`config.mk`:
```
export PLATFORM = sky130hd
export DESIGN_NAME = adder_rr_scheduler
export DESIGN_NICKNAME = d
export VERILOG_FILES = /design/src/rtl/adder_rr_scheduler.sv
export SDC_FILE = /design/constraint.sdc
export NUM_CORES = 1
export LEC_CHECK = 0
export CAP_MARGIN = 40
export CORE_ASPECT_RATIO = 1.75
export CORE_MARGIN = 10
export CORE_UTILIZATION = 37
export CTS_CLUSTER_DIAMETER = 30
export DETAILED_ROUTE_END_ITERATION = 8
export GPL_TIMING_DRIVEN = 0
export HOLD_SLACK_MARGIN = 0.05
export PLACE_DENSITY = 0.81
export SYNTH_ARGS = -nofsm -noshare
export SYNTH_HDL_FRONTEND = slang
export SYNTH_SLANG_ARGS = --single-unit
```
`constraint.sdc`:
```
create_clock -name clk -period 4.2 [get_ports clk]
set_clock_uncertainty 0.15 [all_clocks]
set_input_delay 1.26 -clock clk [delete_from_list [all_inputs] [get_ports clk]]
set_output_delay 1.26 -clock clk [all_outputs]
set_load 0.02 [all_outputs]
```
`src/rtl/adder_rr_scheduler.sv`:
```
// adder_rr_scheduler
//   Shares a single WIDTH-bit adder (carry-in 0, sum plus carry-out) among
//   NREQ requesters. A round-robin arbiter picks one operand pair per cycle.
//   The result, its carry and the winning requester ID are held in a
//   single-entry registered response slot with a valid/ready handshake.
//
// Ports:
//   clk        rising-edge clock
//   rst        asynchronous, active-high reset
//   req_valid  [NREQ]        requester i presents an operand pair
//   req_ready  [NREQ]        pair from requester i is taken this cycle
//   req_a      [NREQ*WIDTH]  operand a, requester i at [i*WIDTH +: WIDTH]
//   req_b      [NREQ*WIDTH]  operand b, same packing
//   rsp_valid                response slot holds a result
//   rsp_ready                consumer takes the result this cycle
//   rsp_sum    [WIDTH]       low WIDTH bits of a+b
//   rsp_cout                 carry-out of a+b
//   rsp_id     [IDW]         requester that produced the result
module adder_rr_scheduler #(
  parameter int WIDTH = 10,
  parameter int NREQ  = 4,
  parameter int IDW   = 2
) (
  input  logic                  clk,
  input  logic                  rst,
  input  logic [NREQ-1:0]       req_valid,
  output logic [NREQ-1:0]       req_ready,
  input  logic [NREQ*WIDTH-1:0] req_a,
  input  logic [NREQ*WIDTH-1:0] req_b,
  output logic                  rsp_valid,
  input  logic                  rsp_ready,
  output logic [WIDTH-1:0]      rsp_sum,
  output logic                  rsp_cout,
  output logic [IDW-1:0]        rsp_id
);

  // Round-robin search: first set bit of v at l+1, l+2, ... modulo NREQ.
  // Returns {found, index}; index is meaningful only when found is set.
  function automatic logic [IDW:0] rr_pick(input logic [NREQ-1:0] v,
                                           input logic [IDW-1:0]  l);
    logic [IDW:0]   r;
    logic [IDW-1:0] cand;
    r = '0;
    for (int k = 1; k <= NREQ; k++) begin
      cand = IDW'((int'(l) + k) % NREQ);
      r    = (!r[IDW] && v[cand]) ? {1'b1, cand} : r;
    end
    return r;
  endfunction

  logic [IDW-1:0]  last;      // most recently granted requester
  logic [IDW:0]    pick;
  logic            accept;    // slot can take a new result this cycle
  logic            transfer;
  logic [NREQ-1:0] grant;
  logic [WIDTH-1:0] a_sel;
  logic [WIDTH-1:0] b_sel;
  logic [WIDTH:0]   sum_full;

  // Arbitration and request-side handshake
  always_comb begin
    pick   = rr_pick(req_valid, last);
    accept = ~rsp_valid | rsp_ready;   // slot may drain and reload together
    grant  = '0;
    if (pick[IDW]) begin
      grant[pick[IDW-1:0]] = 1'b1;
    end else begin
      grant = '0;
    end
    req_ready = grant & {NREQ{accept}};
    transfer  = pick[IDW] & accept;
  end

  // Operand mux driven by the one-hot grant, followed by the shared adder
  always_comb begin
    a_sel = '0;
    b_sel = '0;
    for (int i = 0; i < NREQ; i++) begin
      a_sel = grant[i] ? req_a[i*WIDTH +: WIDTH] : a_sel;
      b_sel = grant[i] ? req_b[i*WIDTH +: WIDTH] : b_sel;
    end
    sum_full = {1'b0, a_sel} + {1'b0, b_sel};
  end

  // Response slot and round-robin pointer; the pointer moves only on a transfer
  always_ff @(posedge clk or posedge rst) begin
    if (rst) begin
      rsp_valid <= 1'b0;
      rsp_sum   <= '0;
      rsp_cout  <= 1'b0;
      rsp_id    <= '0;
      last      <= IDW'(NREQ - 1);
    end else if (transfer) begin
      rsp_valid <= 1'b1;
      rsp_sum   <= sum_full[WIDTH-1:0];
      rsp_cout  <= sum_full[WIDTH];
      rsp_id    <= pick[IDW-1:0];
      last      <= pick[IDW-1:0];
    end else if (rsp_ready) begin
      // Drained with nothing to reload; data fields keep their old values.
      rsp_valid <= 1'b0;
    end else begin
      // Stalled or idle: everything holds.
      rsp_valid <= rsp_valid;
    end
  end

endmodule

```
## Yosys cells after proc, flatten, opt, wreduce, memory -nomap -nowiden

Index checks and enable logic that the tools add are counted.

- Flip-flop bits (word level): 16
- Bits of input ports: 87
- Output and inout port bits: 18
- Word-level logic and storage cells: 53

- $add $sub $neg: 5
- $lt $le $gt $ge: 6
- Muxes and demuxes: 25
- Bitwise logic cells: 4
- Reduce and logical (&&, ||, !) cells: 8

Operators with widths:

| kind | number |
|---|---|
| 10-bit two-way mux | 8 |
| 2-bit by 3-bit less-than comparator with 1-bit output (second input constant) | 5 |
| 3-bit two-way mux | 4 |
| 10-bit by 10-bit adder with 11-bit output | 1 |
| 1-bit binary-select mux with 2-bit select | 4 |
| 1-bit two-way mux | 7 |
| 2-bit by 1-bit adder with 2-bit output (second input constant) | 2 |
| 2-bit adder (second input constant) | 2 |
| 4-bit bitwise AND | 1 |
| 1-bit logical AND | 4 |
| 4-bit two-way mux | 1 |
| 1-bit logical NOT | 3 |
| 1-bit demux with 2-bit select | 1 |
| 2-bit by 1-bit >= comparator with 1-bit output (second input constant) | 1 |
| 2-bit nonzero test | 1 |
| 1-bit bitwise AND | 1 |
| 1-bit NOT | 1 |
| 1-bit OR | 1 |

## Longest topological paths before layout

Gate-level depths: netlist of run 1.

- Word-level depth: 23
- Gate-level depth with buffers: 15
- Mapped depth without buffers: 13

## Least setup slack after synthesis of run 1

No wires, ideal clock.

- Kind: input to register
- From: in req_valid[2]
- To: reg rsp_sum[8]
- Setup time: 126 ps
- Arrival: 3,651 ps
- Data required time: 3,924 ps
- Slack: 274 ps
- Stages on the path: 15
- Buffers on the path: 2
- Cells stage by stage: nand2b_1 > a21o_1 > and3b_1 > buf_2 > buf_2 > a221oi_1 > a21oi_1 > ha_1 > inv_1 > fa_1 > nor2b_1 > o31ai_1 > nand2_1 > a311oi_1 > o31ai_1

- Cells in the longest elaborated chain, start to end: 22
- Elaborated cells on any way between the ends: 34
- Classes of those cells: 1 x add/sub; 2 x order compare; 23 x mux; 1 x bitwise; 7 x reduce/logical

Ends and longest elaborated chain:

| what | RTL line | source |
|---|---|---|
| start: declaration | 26 | `input logic [NREQ-1:0] req_valid,` |
| 1-bit binary-select mux with 2-bit select | 46 | `r = (!r[IDW] && v[cand]) ? {1'b1, cand} : r;` |
| 1-bit two-way mux (implied by the code) | 46 |  |
| 3-bit two-way mux | 46 |  |
| 1-bit logical NOT | 46 |  |
| 1-bit logical AND | 46 |  |
| 3-bit two-way mux | 46 |  |
| 1-bit logical NOT | 46 |  |
| 1-bit logical AND | 46 |  |
| [3 not listed] | -- |  |
| 3-bit two-way mux (*) | 46 |  |
| 2-bit by 3-bit less-than comparator with 1-bit output (implied by the code) / 2-bit by 1-bit >= comparator with 1-bit output (equally long branches) | 66 | `grant[pick[IDW-1:0]] = 1'b1;` |
| 1-bit logical AND (implied by the code) | 66 |  |
| 1-bit two-way mux (implied by the code) | 66 |  |
| 1-bit demux with 2-bit select | 66 |  |
| 4-bit two-way mux | 65 | `if (pick[IDW]) begin` |
| 10-bit two-way mux, on equally long branches (4 in series) | 79, 80 |  |
| 10-bit by 10-bit adder with 11-bit output | 82 | `sum_full = {1'b0, a_sel} + {1'b0, b_sel};` |
| end signal: assignment | 95 | `rsp_sum <= sum_full[WIDTH-1:0];` |
| end: declaration | 32 | `output logic [WIDTH-1:0] rsp_sum,` |

Mark *: on every way between the ends. The rest lies on a longest branch, timed or not. The select of a mux whose other input is x is not followed.
A chain may end at the register's enable or synchronous reset.

## Worst setup path in the final report of run 1

- From: in req_valid[2]
- To: reg rsp_sum[9]

Same word-level chain as after synthesis.

==> qor.txt, run 1 <==
Levels on crit path - 14
First DRT Iteration DRCs - 68
Slew headroom - 0.611
Longest Clk Path Bufs - 2
H-tree Lvls - 1
TritonCTS buffer count - 3
Power Density - 520 nW/um^2
worst-margin pin slew - 0.583 ns
Syn Nets - 305
Vias/cell - 5.71
maxcap violations - 0
Crit. End Element - register
CP bufs+invs - 3
Routed Antenna Nets - 0
Critical Path Slowest Stage Cell - o41a_1
Worst Setup Path Type - in2reg
commonest non-fill, non-tap cell in the layout - clkdlybuf4s50_1
Hold Violations, Final - 0
r2r worst-path depth - 15
Setup TNS - 0 ns
Max Slew Vio Count - 0
post-synthesis sequential area ratio - 0.248
Die Height - 108 um
Syn Std Cell Area - 1620 sq um
largest net degree at the start of global routing - 17
final net count - 417
CTS sink count - 16
GRT Total Usage - 0.166
Core Area - 4190 sq um
ANT cells - 0
clock transition at the registers of the reported paths - 0.06 ns
leakage power figure - 1.17 nW
vias in the first global route - 2224
CTS tree - yes
share of cells above drive strength 1 - 0.170
Worst-Skew Late Latency - 0.25 ns
starting density of the core - 0.387
Overflow after GRT - 0
# setup viols final - 0
hold path depth - 2
area of the die - 7540 sq um
# DRC - 0
row count - 31
first-pass GRT wire length - 10.4 mm
worst hold path type - reg2reg
area grow syn2layout - 80.4%
crit-path max FO - 10
Final Cell Area - 2930 sq um
Synth Instances - 207
dpl hpwl - 5.48 mm
Seq cells post-synth - 16
RD Place Congestion - 0.795
commonest non-fill, non-tap cells in the layout - 96 x clkdlybuf4s50_1, 26 x nand2_1, 24 x a21oi_1
DP Area - 2730 sq um
maximum VDD drop - 0.000385 V
Synth warnings - 0
IO buf count - 104
crit-path cells - clkdlybuf4s15_1 > nand2b_1 > a21o_1 > and3b_1 > buf_2 > buf_6 > a221oi_1 > a21oi_1 > ha_2 > a211oi_2 > nor3_1 > o41a_1 > o21a_1 > o31ai_1
Tmin final - 4.12 ns
wire length per cell - 18.2 um
CP startpoint kind - input pin
DRT Wirelength - 6.66 mm
syn avg cell area - 7.84 sq um
Yosys cell types - 36
Tcrit/Tclk final - 0.980
initial antenna violation count - 0
Worst Path Required - 4.21 ns
I/O pin count - 105
maximum clock frequency - 243 MHz
outcome - completed
family with the most delay on the worst path - compound AO/OA/AOI/OAI gates
critical path arrival - 4.13 ns
Clock Root Buffer - clkbuf_8
vias - 2096
slowest cell delay on critical path - 0.42 ns
drt pass-1 iters - 4
Chip Width - 70.1 um
cts hold-fix bufs - 0
## cell families (layout without fill, tap and decap cells)
family,after synthesis,count (layout),synth area share
buffers and inverters,20,131,0.0555
DFF,16,16,0.248
xor gates and xnor gates,4,4,0.0216
adders and majority gates,11,11,0.0894
and+or+nand+nor,57,57,0.164
AOI/OAI and AO/OA,99,99,0.421
## layer usage
layer | part of all wire | track usage
met5 | 0 | 0
met4 | 0.022 | 0.0694
met2 | 0.56 | 0.323
met1 | 0.34 | 0.155
met3 | 0.073 | 0.0452
## final timing paths
path,start,end,slack [ns]
max,req_valid[2],rsp_sum[9]$_DFFE_PP0P_,0.08
min,rsp_sum[4]$_DFFE_PP0P_,rsp_sum[4]$_DFFE_PP0P_,0.33
max reg2reg,last[0]$_DFFE_PP1P_,rsp_sum[8]$_DFFE_PP0P_,0.82
min reg2reg,rsp_sum[4]$_DFFE_PP0P_,rsp_sum[4]$_DFFE_PP0P_,0.33
max in group asynchronous,rst,rsp_sum[1]$_DFFE_PP0P_,2.30
min in group asynchronous,rst,rsp_cout$_DFFE_PP0P_,1.22
## through the flow
stage	total power, W	worst slack (ns)	hold slack (ns)	utilization	std cells
after global routing	0.00164	-0.0149	0.355	0.699	367
after floorplan	0.000901	0.274	0.312	-	207
after global placement	0.00124	-0.767	0.310	0.651	360
after CTS	0.00143	0.0164	0.326	0.678	365
final	0.00152	0.0834	0.325	0.699	367
after detailed placement	0.00126	-0.819	0.314	0.651	360
## worst reg2reg max path, delay by kind of cell, from the launching register on
| kind | cells | cell delay (ns) |
|---|---|---|
| AO/OA/AOI/OAI | 6 | 1.23 |
| adder cells (fa/ha/maj) | 2 | 0.42 |
| buffers and inverters | 3 | 0.44 |
| flip-flops | 1 | 0.58 |
| AND/OR/NAND/NOR | 4 | 0.45 |
## cells in the mapped netlist
| master | count | area (sq um) |
|---|---|---|
| nand2_1 | 26 | 97.6 |
| a21oi_1 | 25 | 125 |
| a221oi_1 | 18 | 158 |
| a22oi_1 | 18 | 135 |
| dfrtp_1 | 14 | 350 |
| o21ai_0 | 13 | 65.1 |
| buf_2 | 12 | 60.1 |
| ha_1 | 10 | 125 |
| nor2_1 | 9 | 33.8 |
| nor3_1 | 6 | 30.0 |
| clkbuf_1 | 5 | 18.8 |
| nand2b_1 | 5 | 31.3 |
| nor2b_1 | 4 | 25.0 |
| o31ai_1 | 4 | 30.0 |
| xor2_1 | 4 | 35.0 |
| a21o_1 | 3 | 22.5 |
| and3b_1 | 3 | 26.3 |
| inv_1 | 3 | 11.3 |
| o21a_1 | 3 | 22.5 |
| a32o_1 | 2 | 20.0 |
| a32oi_1 | 2 | 17.5 |
| dfstp_2 | 2 | 52.6 |
| nand3_1 | 2 | 10.0 |
| o21ai_1 | 2 | 10.0 |
| a211oi_1 | 1 | 7.51 |
| a211oi_2 | 1 | 12.5 |
| a21bo_2 | 1 | 10.0 |
| a311oi_1 | 1 | 8.76 |
| a31oi_1 | 1 | 6.26 |
| fa_1 | 1 | 20.0 |
| nor4_1 | 1 | 6.26 |
| o211ai_1 | 1 | 7.51 |
| o21bai_1 | 1 | 7.51 |
| o22ai_1 | 1 | 6.26 |
| o41a_1 | 1 | 11.3 |
| or2_2 | 1 | 6.26 |
## sequential cells by signal, summed over array words and instances (netlist names)
signal,flops
rsp_cout,1
rsp_valid,1
last,2
rsp_sum,10
rsp_id,2
## area by class of cell
cell class | count | area (sq um)
buffer | 16 | 106
tap | 49 | 61.3
sequential | 16 | 403
timing repair buffer | 108 | 1040
multi-input combinational | 171 | 1260
inverter | 3 | 11.3
clock buffer | 4 | 45.0
fill | 336 | 1260
## power breakdown
| group | leakage, nW | switching [W] | internal [W] |
|---|---|---|---|
| clock network | 0.0228 | 0.0000510 | 0.0000673 |
| registers | 0.186 | 0.0000383 | 0.000222 |
| logic | 0.960 | 0.000603 | 0.000541 |
| total | 1.17 | 0.000692 | 0.000831 |
## what timing repair did
action,in CTS,in global routing
pin swaps,2,5
buffers inserted,2,2
endpoints found under the setup margin,11,8
gates resized for setup,44,28
Power figures use the tool's default switching activity.
==> run 2, diff against run 1 <==
- CORE_MARGIN: 10 -> not set
- PLACE_DENSITY: 0.81 -> 0.86
==> run 2 against run 1 <==
  * Setup slack better by 0.013 ns
  * Cell count is 0.82% higher
  * Flip-flop and latch count stayed put
  * Combinational power increased by 6%
  * Critical path type is now in2out
  * Largest power group unchanged
  * Highest routed layer unchanged
==> qor.txt, run 2 (synthesized netlist as in run 1, its figures left out) <==
outcome - completed
worst hold path type - reg2reg
critical path arrival - 2.69 ns
CP startpoint kind - input pin
final core occ - 0.711
Vias/cell - 5.85
Longest Clk Path Bufs - 2
TritonCTS buffer count - 3
R2R Path End - rsp_sum[9]$_DFFE_PP0P_
Chip Width - 52.1 um
Worst Setup Path Type - in2out
Worst Hold Slack - 0.328 ns
Worst-Skew Late Latency - 0.25 ns
Overflow after GRT - 0
initial antenna violation count - 0
vias - 2164
CTS tree - yes
# setup viols final - 0
RSZ-0062 raised after global routing - no
dpl hpwl - 4.72 mm
Tmin final - 4.10 ns
starting density of the core - 0.387
area of the die - 4670 sq um
maximum clock frequency - 244 MHz
RD Place Congestion - 0.804
Crit. End Element - output pin
hold path depth - 2
CTS sink count - 16
first-pass GRT wire length - 9.33 mm
largest register by flop count - rsp_sum
Hold Violations, Final - 0
Min-Delay Endpoint - rsp_sum[1]$_DFFE_PP0P_
crit-path max FO - 10
maxcap violations - 0
DRT Wirelength - 6.03 mm
GRT Total Usage - 0.266
maximum VDD drop - 0.000422 V
Max Slew Vio Count - 0
Setup TNS - 0 ns
row count - 31
I/O pin count - 105
vias in the first global route - 2202
Clock Root Buffer - clkbuf_8
share of cells above drive strength 1 - 0.190
commonest non-fill, non-tap cells in the layout - 96 x clkdlybuf4s50_1, 26 x nand2_1, 24 x a21oi_1
drt pass-1 iters - 4
beginning of the worst hold path - rsp_sum[1]$_DFFE_PP0P_
ANT cells - 0
r2r worst-path depth - 13
final net count - 420
# DRC - 0
Die Height - 89.6 um
cts hold-fix bufs - 0
Worst Path Required - 2.79 ns
max reg flops - 10
First DRT Iteration DRCs - 69
clock transition at the registers of the reported paths - 0.06 ns
area grow syn2layout - 83.7%
Core Area - 4190 sq um
Regs by FF count - rsp_sum (10), last (2), rsp_id (2)
Slew headroom - 0.617
worst reg2reg startpoint - last[0]$_DFFE_PP1P_
IO buf count - 104
Routed Antenna Nets - 0
Tcrit/Tclk final - 0.977
leakage power figure - 1.20 nW
FF-to-FF setup slack - 0.92 ns
wire length per cell - 16.3 um
commonest non-fill, non-tap cell in the layout - clkdlybuf4s50_1
H-tree Lvls - 1
Power Density - 532 nW/um^2
largest net degree at the start of global routing - 17
worst-margin pin slew - 0.573 ns
## run 2: worst max-delay path by stage
stage,startpoint,end,slack [ns],cells past startpoint
after floorplan,req_valid[2],rsp_sum[8]$_DFFE_PP0P_,0.27,15
final,rsp_ready,req_ready[3],0.1,6
after detailed placement,req_valid[3],req_ready[3],-0.80,8
after CTS,req_valid[2],req_ready[0],0.002,8
after global routing,req_valid[2],rsp_sum[6]$_DFFE_PP0P_,0.003,16
after global placement,req_valid[3],req_ready[3],-0.78,8
## run 2: layer usage
metal | wire length, um | global-route usage | share of wire | up-vias
li1 | - | - | - | 1041
met1 | 2130 | 0.258 | 0.35 | 1018
met2 | 3470 | 0.510 | 0.58 | 88
met3 | 251 | 0.0286 | 0.042 | 17
met4 | 178 | 0.170 | 0.030 | 0
met5 | 0 | 0 | 0 | -
## run 2: cell type report
cell class	instances	area, sq um
tap	49	61.3
multi-input combinational	171	1270
fill	323	1210
timing repair buffer	111	1060
inverter	3	11.3
clock buffer	4	45.0
sequential	16	403
buffer	16	125
## run 2: metrics by stage
stage / cells / setup slack [ns] / cell area (sq um) / power [W]
finish: 370 / 0.0968 / 2980 / 0.00159
global route: 370 / 0.00275 / 2980 / 0.00170
CTS: 364 / 0.00153 / 2840 / 0.00142
detailed placement: 360 / -0.800 / 2730 / 0.00126
global placement: 360 / -0.778 / 2730 / 0.00123
floorplan: 207 / 0.274 / 1620 / 0.000901
## run 2: timing repair
item / CTS / global route
endpoints found under the setup margin: 11 / 11
setup buffers: 1 / 6
pin swaps: 2 / 8
gates resized for setup: 41 / 43
cloned: 0 / 0
## run 2: worst max-delay path, cell delays in order
cell and delay [ns]:
clkdlybuf4s50_1 0.46, nor2b_1 0.10, or2_4 0.32, buf_4 0.18
nor3_2 0.20, buf_4 0.17
## run 2: power by group
part | internal [W] | switching (W) | total (W)
Sequential | 0.000222 | 0.0000380 | 0.000260
Clock | 0.0000673 | 0.0000507 | 0.000118
Combinational | 0.000576 | 0.000631 | 0.00121
Total | 0.000865 | 0.000720 | 0.00159
==> run 3, diff against run 2 <==
- CORE_ASPECT_RATIO: 1.75 -> not set
- CORE_UTILIZATION: 37 -> 38
- CTS_BUF_LIST: not set -> sky130_fd_sc_hd__clkbuf_4 sky130_fd_sc_hd__clkbuf_8
- PLACE_DENSITY: 0.86 -> 0.88
==> run 3 against run 2 <==
  * Non-clock buffer count down 2
  * Via count rose by 3.9%
  * Wire length rose by 9.1%
==> qor.txt, run 3 (synthesized netlist as in run 1, its figures left out) <==
# setup viols final - 0
I/O pin count - 105
Longest Clk Path Bufs - 2
Slew headroom - 0.604
starting density of the core - 0.400
Tmin final - 4.19 ns
Worst Setup Path Type - in2reg
share of cells above drive strength 1 - 0.182
Chip Width - 67.4 um
Power Density - 530 nW/um^2
worst-margin pin slew - 0.594 ns
Worst Hold Slack - 0.333 ns
RD Place Congestion - 0.779
max reg flops - 10
crit-path max FO - 10
TritonCTS buffer count - 3
commonest non-fill, non-tap cell in the layout - clkdlybuf4s50_1
met2 WL post-DR - 3.33 mm
GRT Total Usage - 0.247
Setup TNS - 0 ns
vias in the first global route - 1985
First DRT Iteration DRCs - 230
wire length per cell - 17.8 um
cts hold-fix bufs - 0
DP Area - 2730 sq um
Routed Antenna Nets - 0
CTS sink count - 16
maxcap violations - 0
H-tree Lvls - 1
Crit. End Element - register
Overflow after GRT - 0
worst hold path type - reg2reg
WL met3 - 485 um
Worst Path Required - 4.23 ns
leakage power figure - 1.19 nW
DRT Wirelength - 6.58 mm
Max Slew Vio Count - 0
commonest non-fill, non-tap cells in the layout - 96 x clkdlybuf4s50_1, 26 x nand2_1, 24 x a21oi_1
area of the die - 4540 sq um
largest net degree at the start of global routing - 17
Vias/cell - 6.09
area grow syn2layout - 83.5%
vias - 2249
# DRC - 0
DRT met1 WL - 2.63 mm
drt pass-1 iters - 6
Power, Total - 0.00158 W
Core Area - 4060 sq um
row count - 23
initial antenna violation count - 0
Die Height - 67.4 um
Worst-Skew Late Latency - 0.25 ns
clock transition at the registers of the reported paths - 0.06 ns
dpl hpwl - 4.51 mm
Final Cell Area - 2980 sq um
maximum VDD drop - 0.000267 V
maximum clock frequency - 239 MHz
CTS tree - yes
Clock Root Buffer - clkbuf_8
first-pass GRT wire length - 8.60 mm
highest metal used - met4
ANT cells - 0
Fillers - 325
final net count - 418
Tcrit/Tclk final - 0.997
CP startpoint kind - input pin
largest register by flop count - rsp_sum
critical path arrival - 4.21 ns
Regs by FF count - rsp_sum (10), last (2), rsp_id (2)
Hold Violations, Final - 0
IO buf count - 104
outcome - completed
run 3: worst paths after layout:
kind                                              from                endpoint  slack (ns)  depth (start not counted)
worst min-delay path            rsp_sum[1]$_DFFE_PP0P_  rsp_sum[1]$_DFFE_PP0P_        0.33                          2
worst max-delay path                      req_valid[0]    rsp_cout$_DFFE_PP0P_        0.01                         17
worst max register to register     last[0]$_DFFE_PP1P_    rsp_cout$_DFFE_PP0P_        0.74                         16
min in group asynchronous                          rst   rsp_id[1]$_DFFE_PP0P_        1.23                          2
max in group asynchronous                          rst  rsp_sum[5]$_DFFE_PP0P_        2.29                          2
worst min register to register  rsp_sum[1]$_DFFE_PP0P_  rsp_sum[1]$_DFFE_PP0P_        0.33                          2
run 3: critical path, stage by stage:
cell	delay [ns]
clkdlybuf4s15_1	0.31
nor2b_2	0.09
o21ai_2	0.21
and3b_1	0.20
buf_4	0.15
buf_6	0.15
a22oi_1	0.08
a21oi_1	0.23
ha_2	0.27
inv_1	0.07
fa_2	0.36
nor2b_2	0.19
o31ai_4	0.09
buf_4	0.16
a31oi_2	0.15
o21ai_0	0.10
a21oi_1	0.13
run 3: layout make-up:
type | count | area, sq um | share of cell area
multi-input combinational | 171 | 1270 | 0.425
clock buffer | 4 | 55.1 | 0.0185
inverter | 3 | 11.3 | 0.00378
timing repair buffer | 109 | 1060 | 0.355
sequential | 16 | 403 | 0.135
buffer | 16 | 124 | 0.0416
tap | 50 | 62.6 | 0.0210
run 3: power by group:
group	switching (W)	internal, W	total [W]	leakage (nW)
clock network	0.0000527	0.0000832	0.000136	0.0288
registers	0.0000398	0.000222	0.000262	0.186
logic	0.000620	0.000561	0.00118	0.978
total	0.000713	0.000866	0.00158	1.19
run 3: repair_timing:
action,in CTS,in global routing
gates resized for setup,41,42
setup buffers,0,5
hold endpoints to repair,0,0
pin swaps,1,12
endpoints found under the setup margin,10,9
run 3: layer usage:
| layer | track usage | up-vias |
|---|---|---|
| met5 | 0 | - |
| met4 | 0.0559 | 0 |
| met3 | 0.0456 | 17 |
| met2 | 0.429 | 129 |
| met1 | 0.314 | 1070 |
| li1 | - | 1033 |
run 3: per-stage QoR:
step / cells / utilization / worst slack (ns)
2_1_floorplan: 207 / - / 0.274
3_3_place_gp: 361 / 0.672 / -0.760
3_5_place_dp: 361 / 0.672 / -0.854
4_1_cts: 364 / 0.701 / 0.0000930
5_1_grt: 369 / 0.734 / -0.114
6_report: 369 / 0.734 / 0.0136
